===== src/rtl/iq_demod_pkg.sv =====
// Shared constants and types for the I/Q window sequencer slice.
// Optional status counters are enabled with the IQ_WIN_OVF_STATUS_EN macro.
package iq_demod_pkg;
    localparam int WIDTH = 9;
    localparam int DEPTH = 10;
    localparam int NPAIR = DEPTH / 2;

    // Last fill index and last pair index, sized to their counters.
    localparam logic [3:0] FILL_LAST = 4'(DEPTH - 1);
    localparam logic [2:0] SEL_LAST  = 3'(NPAIR - 1);

    typedef logic signed [WIDTH-1:0] sample_t;

    typedef enum logic {
        IDLE = 1'b0,
        SEQ  = 1'b1
    } win_state_t;
endpackage


===== src/rtl/iq_window_seq_if.sv =====
// Sample stream in, held window plus pair-select handshake out.
// Handshake: a pair beat (sel, win_*) is offered while pair_valid is high and
// is consumed on a rising clock edge where pair_valid && pair_ready; the beat
// stays unchanged until consumed. sample_valid has no back-pressure: a sample
// that cannot be stored is dropped and reported through ovf/drop_cnt.
interface iq_window_seq_if;
    import iq_demod_pkg::*;

    sample_t    sample_in;
    logic       sample_valid;
    logic       pair_ready;
    sample_t    win_0, win_1, win_2, win_3, win_4;
    sample_t    win_5, win_6, win_7, win_8, win_9;
    logic [2:0] sel;
    logic       pair_valid;
    logic       pair_last;
    logic       busy;
    logic       ovf;
    logic [7:0] drop_cnt;

    modport master (
        output sample_in, sample_valid, pair_ready,
        input  win_0, win_1, win_2, win_3, win_4,
        input  win_5, win_6, win_7, win_8, win_9,
        input  sel, pair_valid, pair_last, busy, ovf, drop_cnt
    );

    modport slave (
        input  sample_in, sample_valid, pair_ready,
        output win_0, win_1, win_2, win_3, win_4,
        output win_5, win_6, win_7, win_8, win_9,
        output sel, pair_valid, pair_last, busy, ovf, drop_cnt
    );
endinterface


===== src/rtl/iq_win_capture.sv =====
// Capture buffer: gathers DEPTH samples, flags a complete window as pending
// until the top copies it into the hold bank, and detects dropped samples.
// The drop output exists only when IQ_WIN_OVF_STATUS_EN is defined.
module iq_win_capture
    import iq_demod_pkg::*;
(
    input  logic    clk,
    input  logic    rst,
    input  sample_t sample_in,
    input  logic    sample_valid,
    input  logic    xfer,
    output sample_t cap [DEPTH],
    output logic    pending
`ifdef IQ_WIN_OVF_STATUS_EN
    ,
    output logic    drop
`endif
);
    logic [3:0] fill;
    logic       accept;

    // A full buffer still accepts when the bank takes it in the same cycle.
    assign accept = sample_valid && (!pending || xfer);

`ifdef IQ_WIN_OVF_STATUS_EN
    assign drop = sample_valid && pending && !xfer;
`endif

    // Store accepted samples, wrap the fill index, track the pending window.
    always_ff @(posedge clk) begin
        if (rst) begin
            fill    <= '0;
            pending <= 1'b0;
            for (int k = 0; k < DEPTH; k++) cap[k] <= '0;
        end else begin
            if (accept) begin
                cap[fill] <= sample_in;
                fill      <= (fill == FILL_LAST) ? 4'd0 : fill + 4'd1;
            end
            // A window completing in the transfer cycle re-arms pending.
            if (accept && fill == FILL_LAST) pending <= 1'b1;
            else if (xfer)                   pending <= 1'b0;
        end
    end
endmodule


===== src/rtl/iq_window_seq.sv =====
// Window sequencer top: hold bank, IDLE/SEQ pair stepper, status outputs.
// Define IQ_WIN_OVF_STATUS_EN to build the sticky ovf flag and drop counter.
module iq_window_seq
    import iq_demod_pkg::*;
(
    input  logic            clk,
    input  logic            rst,
    iq_window_seq_if.slave  bus,
    output win_state_t      state_dbg
);
    sample_t    cap  [DEPTH];
    sample_t    bank [DEPTH];
    logic       pending;
    logic       xfer_ok;
    logic       xfer;
    win_state_t state;
    logic [2:0] sel;
    logic       pair_valid;
    logic       pair_last;
`ifdef IQ_WIN_OVF_STATUS_EN
    logic       drop;
`endif

    // Bank is free when idle or when its last pair is consumed this cycle.
    assign xfer_ok = (state == IDLE) ||
                     (state == SEQ && sel == SEL_LAST && bus.pair_ready);
    assign xfer    = pending && xfer_ok;

    iq_win_capture u_capture (
        .clk          (clk),
        .rst          (rst),
        .sample_in    (bus.sample_in),
        .sample_valid (bus.sample_valid),
        .xfer         (xfer),
        .cap          (cap),
        .pending      (pending)
`ifdef IQ_WIN_OVF_STATUS_EN
        ,
        .drop         (drop)
`endif
    );

    // Pair stepper FSM with registered handshake outputs and bank load.
    always_ff @(posedge clk) begin
        if (rst) begin
            state      <= IDLE;
            sel        <= '0;
            pair_valid <= 1'b0;
            pair_last  <= 1'b0;
            for (int k = 0; k < DEPTH; k++) bank[k] <= '0;
        end else if (xfer) begin
            for (int k = 0; k < DEPTH; k++) bank[k] <= cap[k];
            state      <= SEQ;
            sel        <= '0;
            pair_valid <= 1'b1;
            pair_last  <= 1'b0;
        end else if (state == SEQ && bus.pair_ready) begin
            if (sel == SEL_LAST) begin
                state      <= IDLE;
                sel        <= '0;
                pair_valid <= 1'b0;
                pair_last  <= 1'b0;
            end else begin
                sel        <= sel + 3'd1;
                pair_last  <= (sel == SEL_LAST - 3'd1);
            end
        end
    end

    assign bus.win_0      = bank[0];
    assign bus.win_1      = bank[1];
    assign bus.win_2      = bank[2];
    assign bus.win_3      = bank[3];
    assign bus.win_4      = bank[4];
    assign bus.win_5      = bank[5];
    assign bus.win_6      = bank[6];
    assign bus.win_7      = bank[7];
    assign bus.win_8      = bank[8];
    assign bus.win_9      = bank[9];
    assign bus.sel        = sel;
    assign bus.pair_valid = pair_valid;
    assign bus.pair_last  = pair_last;
    assign bus.busy       = (state == SEQ) || pending;
    assign state_dbg      = state;

`ifdef IQ_WIN_OVF_STATUS_EN
    logic       ovf_q;
    logic [7:0] drop_cnt_q;

    // Sticky overflow flag and saturating dropped-sample count.
    always_ff @(posedge clk) begin
        if (rst) begin
            ovf_q      <= 1'b0;
            drop_cnt_q <= '0;
        end else if (drop) begin
            ovf_q <= 1'b1;
            if (drop_cnt_q != 8'hFF) drop_cnt_q <= drop_cnt_q + 8'd1;
        end
    end

    assign bus.ovf      = ovf_q;
    assign bus.drop_cnt = drop_cnt_q;
`else
    assign bus.ovf      = 1'b0;
    assign bus.drop_cnt = '0;
`endif
endmodule


===== src/flat_wrapper.sv =====
// flat-port wrapper written by rule: the top's interface ports become plain ports
module iq_window_seq_flat import iq_demod_pkg::*;
  (clk, rst, state_dbg, bus_sample_in, bus_sample_valid, bus_pair_ready, bus_win_0, bus_win_1, bus_win_2, bus_win_3, bus_win_4, bus_win_5, bus_win_6, bus_win_7, bus_win_8, bus_win_9, bus_sel, bus_pair_valid, bus_pair_last, bus_busy, bus_ovf, bus_drop_cnt);
  iq_window_seq_if bus_i ();
  input  logic clk;
  input  logic rst;
  output win_state_t state_dbg;
  input wire logic [$bits(bus_i.sample_in)-1:0] bus_sample_in;
  input wire logic [$bits(bus_i.sample_valid)-1:0] bus_sample_valid;
  input wire logic [$bits(bus_i.pair_ready)-1:0] bus_pair_ready;
  output wire logic [$bits(bus_i.win_0)-1:0] bus_win_0;
  output wire logic [$bits(bus_i.win_1)-1:0] bus_win_1;
  output wire logic [$bits(bus_i.win_2)-1:0] bus_win_2;
  output wire logic [$bits(bus_i.win_3)-1:0] bus_win_3;
  output wire logic [$bits(bus_i.win_4)-1:0] bus_win_4;
  output wire logic [$bits(bus_i.win_5)-1:0] bus_win_5;
  output wire logic [$bits(bus_i.win_6)-1:0] bus_win_6;
  output wire logic [$bits(bus_i.win_7)-1:0] bus_win_7;
  output wire logic [$bits(bus_i.win_8)-1:0] bus_win_8;
  output wire logic [$bits(bus_i.win_9)-1:0] bus_win_9;
  output wire logic [$bits(bus_i.sel)-1:0] bus_sel;
  output wire logic [$bits(bus_i.pair_valid)-1:0] bus_pair_valid;
  output wire logic [$bits(bus_i.pair_last)-1:0] bus_pair_last;
  output wire logic [$bits(bus_i.busy)-1:0] bus_busy;
  output wire logic [$bits(bus_i.ovf)-1:0] bus_ovf;
  output wire logic [$bits(bus_i.drop_cnt)-1:0] bus_drop_cnt;
  assign bus_i.sample_in = bus_sample_in;
  assign bus_i.sample_valid = bus_sample_valid;
  assign bus_i.pair_ready = bus_pair_ready;
  assign bus_win_0 = bus_i.win_0;
  assign bus_win_1 = bus_i.win_1;
  assign bus_win_2 = bus_i.win_2;
  assign bus_win_3 = bus_i.win_3;
  assign bus_win_4 = bus_i.win_4;
  assign bus_win_5 = bus_i.win_5;
  assign bus_win_6 = bus_i.win_6;
  assign bus_win_7 = bus_i.win_7;
  assign bus_win_8 = bus_i.win_8;
  assign bus_win_9 = bus_i.win_9;
  assign bus_sel = bus_i.sel;
  assign bus_pair_valid = bus_i.pair_valid;
  assign bus_pair_last = bus_i.pair_last;
  assign bus_busy = bus_i.busy;
  assign bus_ovf = bus_i.ovf;
  assign bus_drop_cnt = bus_i.drop_cnt;
  iq_window_seq u_core (.clk(clk), .rst(rst), .bus(bus_i), .state_dbg(state_dbg));
endmodule

===== config.mk =====
export PLATFORM = sky130hd
export DESIGN_NAME = iq_window_seq_flat
export DESIGN_NICKNAME = d
export VERILOG_FILES = /design/src/rtl/iq_demod_pkg.sv /design/src/rtl/iq_window_seq_if.sv /design/src/rtl/iq_win_capture.sv /design/src/rtl/iq_window_seq.sv /design/src/flat_wrapper.sv
export SDC_FILE = /design/constraint.sdc
export NUM_CORES = 1
export LEC_CHECK = 0
export ABC_CLOCK_PERIOD_IN_PS = 3330
export CAP_MARGIN = 20
export CORE_MARGIN = 4
export CORE_UTILIZATION = 35
export CTS_CLUSTER_DIAMETER = 30
export DETAILED_ROUTE_END_ITERATION = 7
export SLEW_MARGIN = 40
export SYNTH_ARGS = -nofsm -noshare
export SYNTH_HDL_FRONTEND = slang
export SYNTH_HIERARCHICAL = 1
export SYNTH_SLANG_ARGS = --single-unit

===== constraint.sdc =====
create_clock -name clk -period 3.33 [get_ports clk]
set_input_delay 0.666 -clock clk [delete_from_list [all_inputs] [get_ports clk]]
set_output_delay 0.666 -clock clk [all_outputs]
set_load 0.005 [all_outputs]

==> results of run 1 <==
how the worst min path moves through the flow:
stage	from	to	slack, ns	depth (start not counted)
after floorplan	u_core/u_capture/cap[63]	u_core/u_capture/cap[63]	0.44	2
after global placement	u_core/u_capture/cap[66]	u_core/u_capture/cap[66]	0.46	2
after detailed placement	u_core/u_capture/cap[66]	u_core/u_capture/cap[66]	0.46	2
after CTS	u_core/u_capture/cap[66]	u_core/u_capture/cap[66]	0.47	2
after global routing	u_core/u_capture/cap[44]	u_core/u_capture/cap[44]	0.49	2
final	u_core/u_capture/cap[66]	u_core/u_capture/cap[66]	0.47	2
metrics by stage:
stage          hold WS (ns)  area [um^2]  power, W  utilization  std cells
4_1_cts               0.474         9440   0.00485        0.445        969
5_1_grt               0.493         9440   0.00498        0.445        969
3_3_place_gp          0.456         8840   0.00281        0.417        937
2_1_floorplan         0.444         7630   0.00268            -        598
6_report              0.472         9440   0.00479        0.445        969
3_5_place_dp          0.464         8840   0.00281        0.417        937
worst max-delay path, cell delays in order:
cell and delay, ns:
clkdlybuf4s50_1 0.53, nand3_2 0.14, a21oi_1 0.25, nand2b_1 0.50, nand3_1 0.63, mux2i_1 0.34
flip-flops by register name, indices dropped and copies added, names as in the netlist:
name                      flops
u_core/bank                  90
u_core/u_capture/cap         90
u_core/u_capture/fill         4
u_core/bus.sel                3
u_core/bus.pair_last          1
u_core/bus.pair_valid         1
u_core/u_capture/pending      1
cell families after synthesis:
logic type,share of synthesized area
flip-flops,0.619
buffers and inverters,0.0456
AND/OR/NAND/NOR,0.195
multiplexers,0.124
adder cells (fa/ha/maj),0.00494
other,0.000493
AO/OA/AOI/OAI,0.0114
report_power, final:
part / switching (W) / internal, W
clock: 0.000850 / 0.00118
sequential: 0.0000225 / 0.00249
combinational: 0.000118 / 0.000124
total: 0.000990 / 0.00380
area by class of cell:
class / instances / area [um^2] / share of cell area
clock buffer: 19 / 433 / 0.0459
tap: 275 / 344 / 0.0365
multi-input combinational: 349 / 2580 / 0.274
sequential: 190 / 4700 / 0.499
clock inverter: 13 / 161 / 0.0171
inverter: 5 / 18.8 / 0.00199
timing repair buffer: 118 / 1190 / 0.126
cells in the final DEF, fill, tap and decap left out, types with 2 or more instances in the layout:
| cell | count |
|---|---|
| a21oi_1 | 7 |
| ha_1 | 3 |
| clkbuf_16 | 17 |
| nor2_1 | 2 |
| conb_1 | 9 |
| inv_6 | 3 |
| nand3_2 | 3 |
| nand2b_1 | 100 |
| buf_4 | 6 |
| inv_1 | 5 |
| buf_12 | 3 |
| and2_1 | 57 |
| and3_1 | 2 |
| clkinvlp_4 | 4 |
| nand2_1 | 6 |
| o21ai_0 | 3 |
| and2_2 | 34 |
| nand3_1 | 9 |
| clkinv_2 | 3 |
| clkdlybuf4s50_1 | 108 |
| nor3_1 | 4 |
| mux2i_1 | 93 |
| dfxtp_1 | 100 |
| edfxtp_1 | 90 |
| nor2b_1 | 4 |
| bufinv_16 | 3 |
| clkbuf_1 | 2 |
routing by layer:
metal  global-route usage  wire length [um]
met1                0.179              7520
met4               0.0454               280
met3               0.0370               789
met2                0.204              7170
met5                    0                 0
==> flow_metrics.py, run 1 <==
metrics = {
    "worst_setup_path": {
        "reg2reg_slack_ns": 0.71,
        "cp_data_arrival_time_ns": 3.07,
        "ff2ff_path_depth": 7,
        "startpoint": "bus_pair_ready",
        "r2r-end": "u_core/u_capture/cap[8]",
        "cp_max_fo": 15,
        "critPathRequiredTime_ns": 3.67,
        "endpoint_kind": "register",
        "startpoint_type": "primary input",
        "crit_type": "primary input to register",
        "reg2reg_from": "u_core/bus.sel[0]",
        "crit_end": "u_core/u_capture/cap[8]",
    },
    "global_route": {
        "overflow": 0,
        "track_usage": 0.132,
        "grt_pass1_vias": 4487,
        "antenna_found_initial": 0,
        "grt_max_degree": 91,
        "grt_pass1_wl_mm": 24.6,
    },
    "floorplanning": {
        "dieHeight_um": 155,
        "start_util": 0.358,
        "die_w_um": 155,
        "coreArea_um2": 21200,
        "rows": 53,
        "dieArea_um2": 24100,
        "num_io_pins": 119,
    },
    "clocking": {
        "postCtsSetupRepairBufs": 0,
        "cts_buffers": 17,
        "cts.sinks": 190,
        "insertion_delay_ns": 0.43,
        "cts_max_level": 4,
        "cts_root_buffer": "clkbuf_16",
        "clockBufferDepth": 2,
        "cts_hold_buf": 0,
        "cts_tree": "done",
        "clkTransAtPathRegs_ns": 0.06,
        "cts_resized": 0,
    },
    "sta": {
        "timing.fmax_mhz": 366,
        "tightest_slew_ns": 0.778,
        "grt_setup_unrepaired": "no",
        "period_minus_slack_ns": 2.73,
        "drv_slew": 0,
        "setup_viol": 0,
        "skew_ns": 0.00796,
        "tns_ns": 0,
        "finalHoldViolCount": 0,
        "worst_slack_ns": 0.599,
        "max_slew_margin": 0.481,
        "period_share": 0.820,
    },
    "synth": {
        "ys_types": 35,
        "ys.flop_type": "dfxtp_1",
        "synthTopCellsByArea": "edfxtp_1, dfxtp_1, mux2i_1",
        "yosysSeqAreaShare": 0.619,
        "syn_area_per_cell_um2": 12.9,
        "syn-cell-area_um2": 7600,
        "synth_edf_count": 90,
        "synth_cells": 590,
        "yosys.area.top_type": "edfxtp_1",
        "synth_common_cells": "dfxtp_1, nand2b_1, mux2i_1",
        "yosys_warnings": 6,
        "async_reset_ff_frac": 0,
        "synth_top_area_share": 0.355,
        "ys_ff_latch": 190,
    },
    "placed_design": {
        "place_congestion": 0.764,
        "pre_cts_slack_ns": 0.144,
        "port_buffers": 109,
        "place_hpwl_mm": 10.3,
    },
    "cells_and_area": {
        "nets": 697,
        "antenna_cells": 0,
        "syn2layout_area_growth_pct": 24.1,
        "fillers": 1942,
        "drive_above_1_share": 0.120,
    },
    "pwr": {
        "p_leak_nw": 3.90,
        "ir_drop_v": 0.000287,
        "p_per_area_nw_per_um2": 508,
    },
    "run": {
        "max_cap_violations": 0,
    },
    "detailed_routing": {
        "drt-total-wl_mm": 15.8,
        "wl_per_cell_um": 16.3,
        "drt-initial-drc-count": 246,
        "ant_nets": 0,
        "drtPass1Iterations": 4,
        "avgViaCountPerCell": 4.50,
        "remaining_drc_errors": 0,
        "vias": 4365,
    },
    "status": {
        "status": "complete, no violations",
    },
    "worst_hold_path": {
        "min_path_type": "register to register",
    },
}
No activity file was read; power rests on OpenSTA's default activity.
==> inputs of run 2 (changes only) <==
ABC_CLOCK_PERIOD_IN_PS = 2500   (was 3330)
clock period = 2.5 ns   (was 3.33 ns; I/O delays follow)
==> run 2 against run 1 <==
Final area grew 0.54%. Via count up 0.76%. Clock power rose by 27%. Sequential power grew 33%. Global-route usage shrank 0.27 points. Sequential share of layout area is 0.27 points lower. Count of clock-buffer cells in the layout rose by 1. Critical path type is now register to primary output. Critical endpoint is now bus_busy.
==> flow_metrics.py, run 2 (synthesized netlist as in run 1, its figures left out) <==
metrics = {
    "global_route": {
        "grt_max_degree": 91,
        "antenna_found_initial": 0,
        "overflow": 0,
        "grt_pass1_wl_mm": 24.4,
        "track_usage": 0.130,
        "grt_pass1_vias": 4490,
    },
    "clocking": {
        "clockBufferDepth": 2,
        "insertion_delay_ns": 0.42,
        "cts_resized": 0,
        "cts.sinks": 190,
        "cts_buffers": 17,
        "cts_hold_buf": 0,
        "cts_max_level": 4,
        "postCtsSetupRepairBufs": 0,
        "cts_root_buffer": "clkbuf_16",
        "clkTransAtPathRegs_ns": 0.07,
        "cts_tree": "done",
    },
    "worst_setup_path": {
        "crit_type": "register to primary output",
        "r2r-end": "u_core/u_capture/cap[45]",
        "reg2reg_from": "u_core/bus.sel[1]",
        "ff2ff_path_depth": 9,
        "cp_max_fo": 8,
        "reg2reg_slack_ns": 0.40,
        "endpoint_kind": "primary output",
        "startpoint_type": "register",
        "critPathRequiredTime_ns": 2.00,
        "cp_data_arrival_time_ns": 1.62,
    },
    "cells_and_area": {
        "fin_util": 0.447,
        "nets": 706,
        "final_common_cell": "clkdlybuf4s50_1",
        "reg.largest.list": "u_core/bank: 90 flops, u_core/u_capture/cap: 90 flops, u_core/u_capture/fill: 4 flops",
        "drive_above_1_share": 0.132,
        "antenna_cells": 0,
        "syn2layout_area_growth_pct": 24.8,
        "layout_common_cells": "clkdlybuf4s50_1, dfxtp_1, nand2b_1",
    },
    "placed_design": {
        "port_buffers": 109,
        "pre_cts_slack_ns": 0.0305,
        "place_congestion": 0.761,
        "place_hpwl_mm": 10.2,
    },
    "floorplanning": {
        "start_util": 0.358,
        "num_io_pins": 119,
        "dieHeight_um": 155,
        "rows": 53,
        "die_w_um": 155,
        "dieArea_um2": 24100,
        "coreArea_um2": 21200,
    },
    "worst_hold_path": {
        "min-delay-start": "u_core/u_capture/cap[46]",
        "hold_path_depth": 2,
        "min_path_type": "register to register",
        "min_to": "u_core/u_capture/cap[46]",
    },
    "run": {
        "max_cap_violations": 0,
    },
    "sta": {
        "finalHoldViolCount": 0,
        "timing.fmax_mhz": 472,
        "grt_setup_unrepaired": "no",
        "worst_slack_ns": 0.383,
        "period_share": 0.847,
        "max_slew_margin": 0.524,
        "drv_slew": 0,
        "tightest_slew_ns": 0.714,
        "setup_viol": 0,
        "skew_ns": 0.00921,
        "tns_ns": 0,
        "period_minus_slack_ns": 2.12,
    },
    "detailed_routing": {
        "drtPass1Iterations": 4,
        "vias": 4398,
        "drt-initial-drc-count": 229,
        "avgViaCountPerCell": 4.50,
        "remaining_drc_errors": 0,
        "ant_nets": 0,
        "wl_per_cell_um": 15.9,
        "drt-total-wl_mm": 15.6,
    },
    "pwr": {
        "p_per_area_nw_per_um2": 658,
        "ir_drop_v": 0.000358,
        "p_leak_nw": 3.95,
        "power.total_w": 0.00624,
    },
    "status": {
        "status": "complete, no violations",
    },
}
==> run 2: power breakdown <==
part	internal (W)	switching, W
clock	0.00143	0.00113
combinational	0.000169	0.000156
sequential	0.00332	0.0000312
total	0.00492	0.00132
==> run 2: how the worst max path moves through the flow <==
stage	from	to
after floorplan	u_core/bus.sel[0]	u_core/bank[0][0]
after global placement	bus_pair_ready	u_core/u_capture/cap[64]
after detailed placement	bus_pair_ready	u_core/u_capture/cap[45]
after CTS	u_core/bus.pair_valid	bus_busy
after global routing	u_core/bus.sel[1]	u_core/u_capture/cap[64]
final	u_core/bus.pair_valid	bus_busy
==> run 2: stage by stage <==
stage          area, um^2  std cells  hold WS [ns]
2_1_floorplan        7630        598         0.444
3_3_place_gp         8920        946         0.457
3_5_place_dp         8920        946         0.462
4_1_cts              9490        978         0.474
5_1_grt              9490        978         0.493
6_report             9490        978         0.468
==> run 2: area by class of cell <==
class | count | area (um^2)
clock buffers | 20 | 457
repair buffers | 127 | 1270
multi-input cells | 349 | 2580
fillers | 1946 | 11700
clock inverters | 12 | 109
flip-flops and latches | 190 | 4700
well taps | 275 | 344
inverters | 5 | 18.8
==> run 2: routing by layer <==
layer	vias up	global-route usage	share of wire	routed length, um
met2	123	0.208	0.47	7360
met3	13	0.0345	0.054	847
met4	0	0.0375	0.0096	149
met1	2101	0.173	0.46	7230
met5	-	0	0	0
li1	2161	-	-	-
==> run 2: critical path, stage by stage, from the launching register on <==
cell and delay (ns):
dfxtp_1 0.41, or2_2 0.33, clkdlybuf4s50_1 0.45
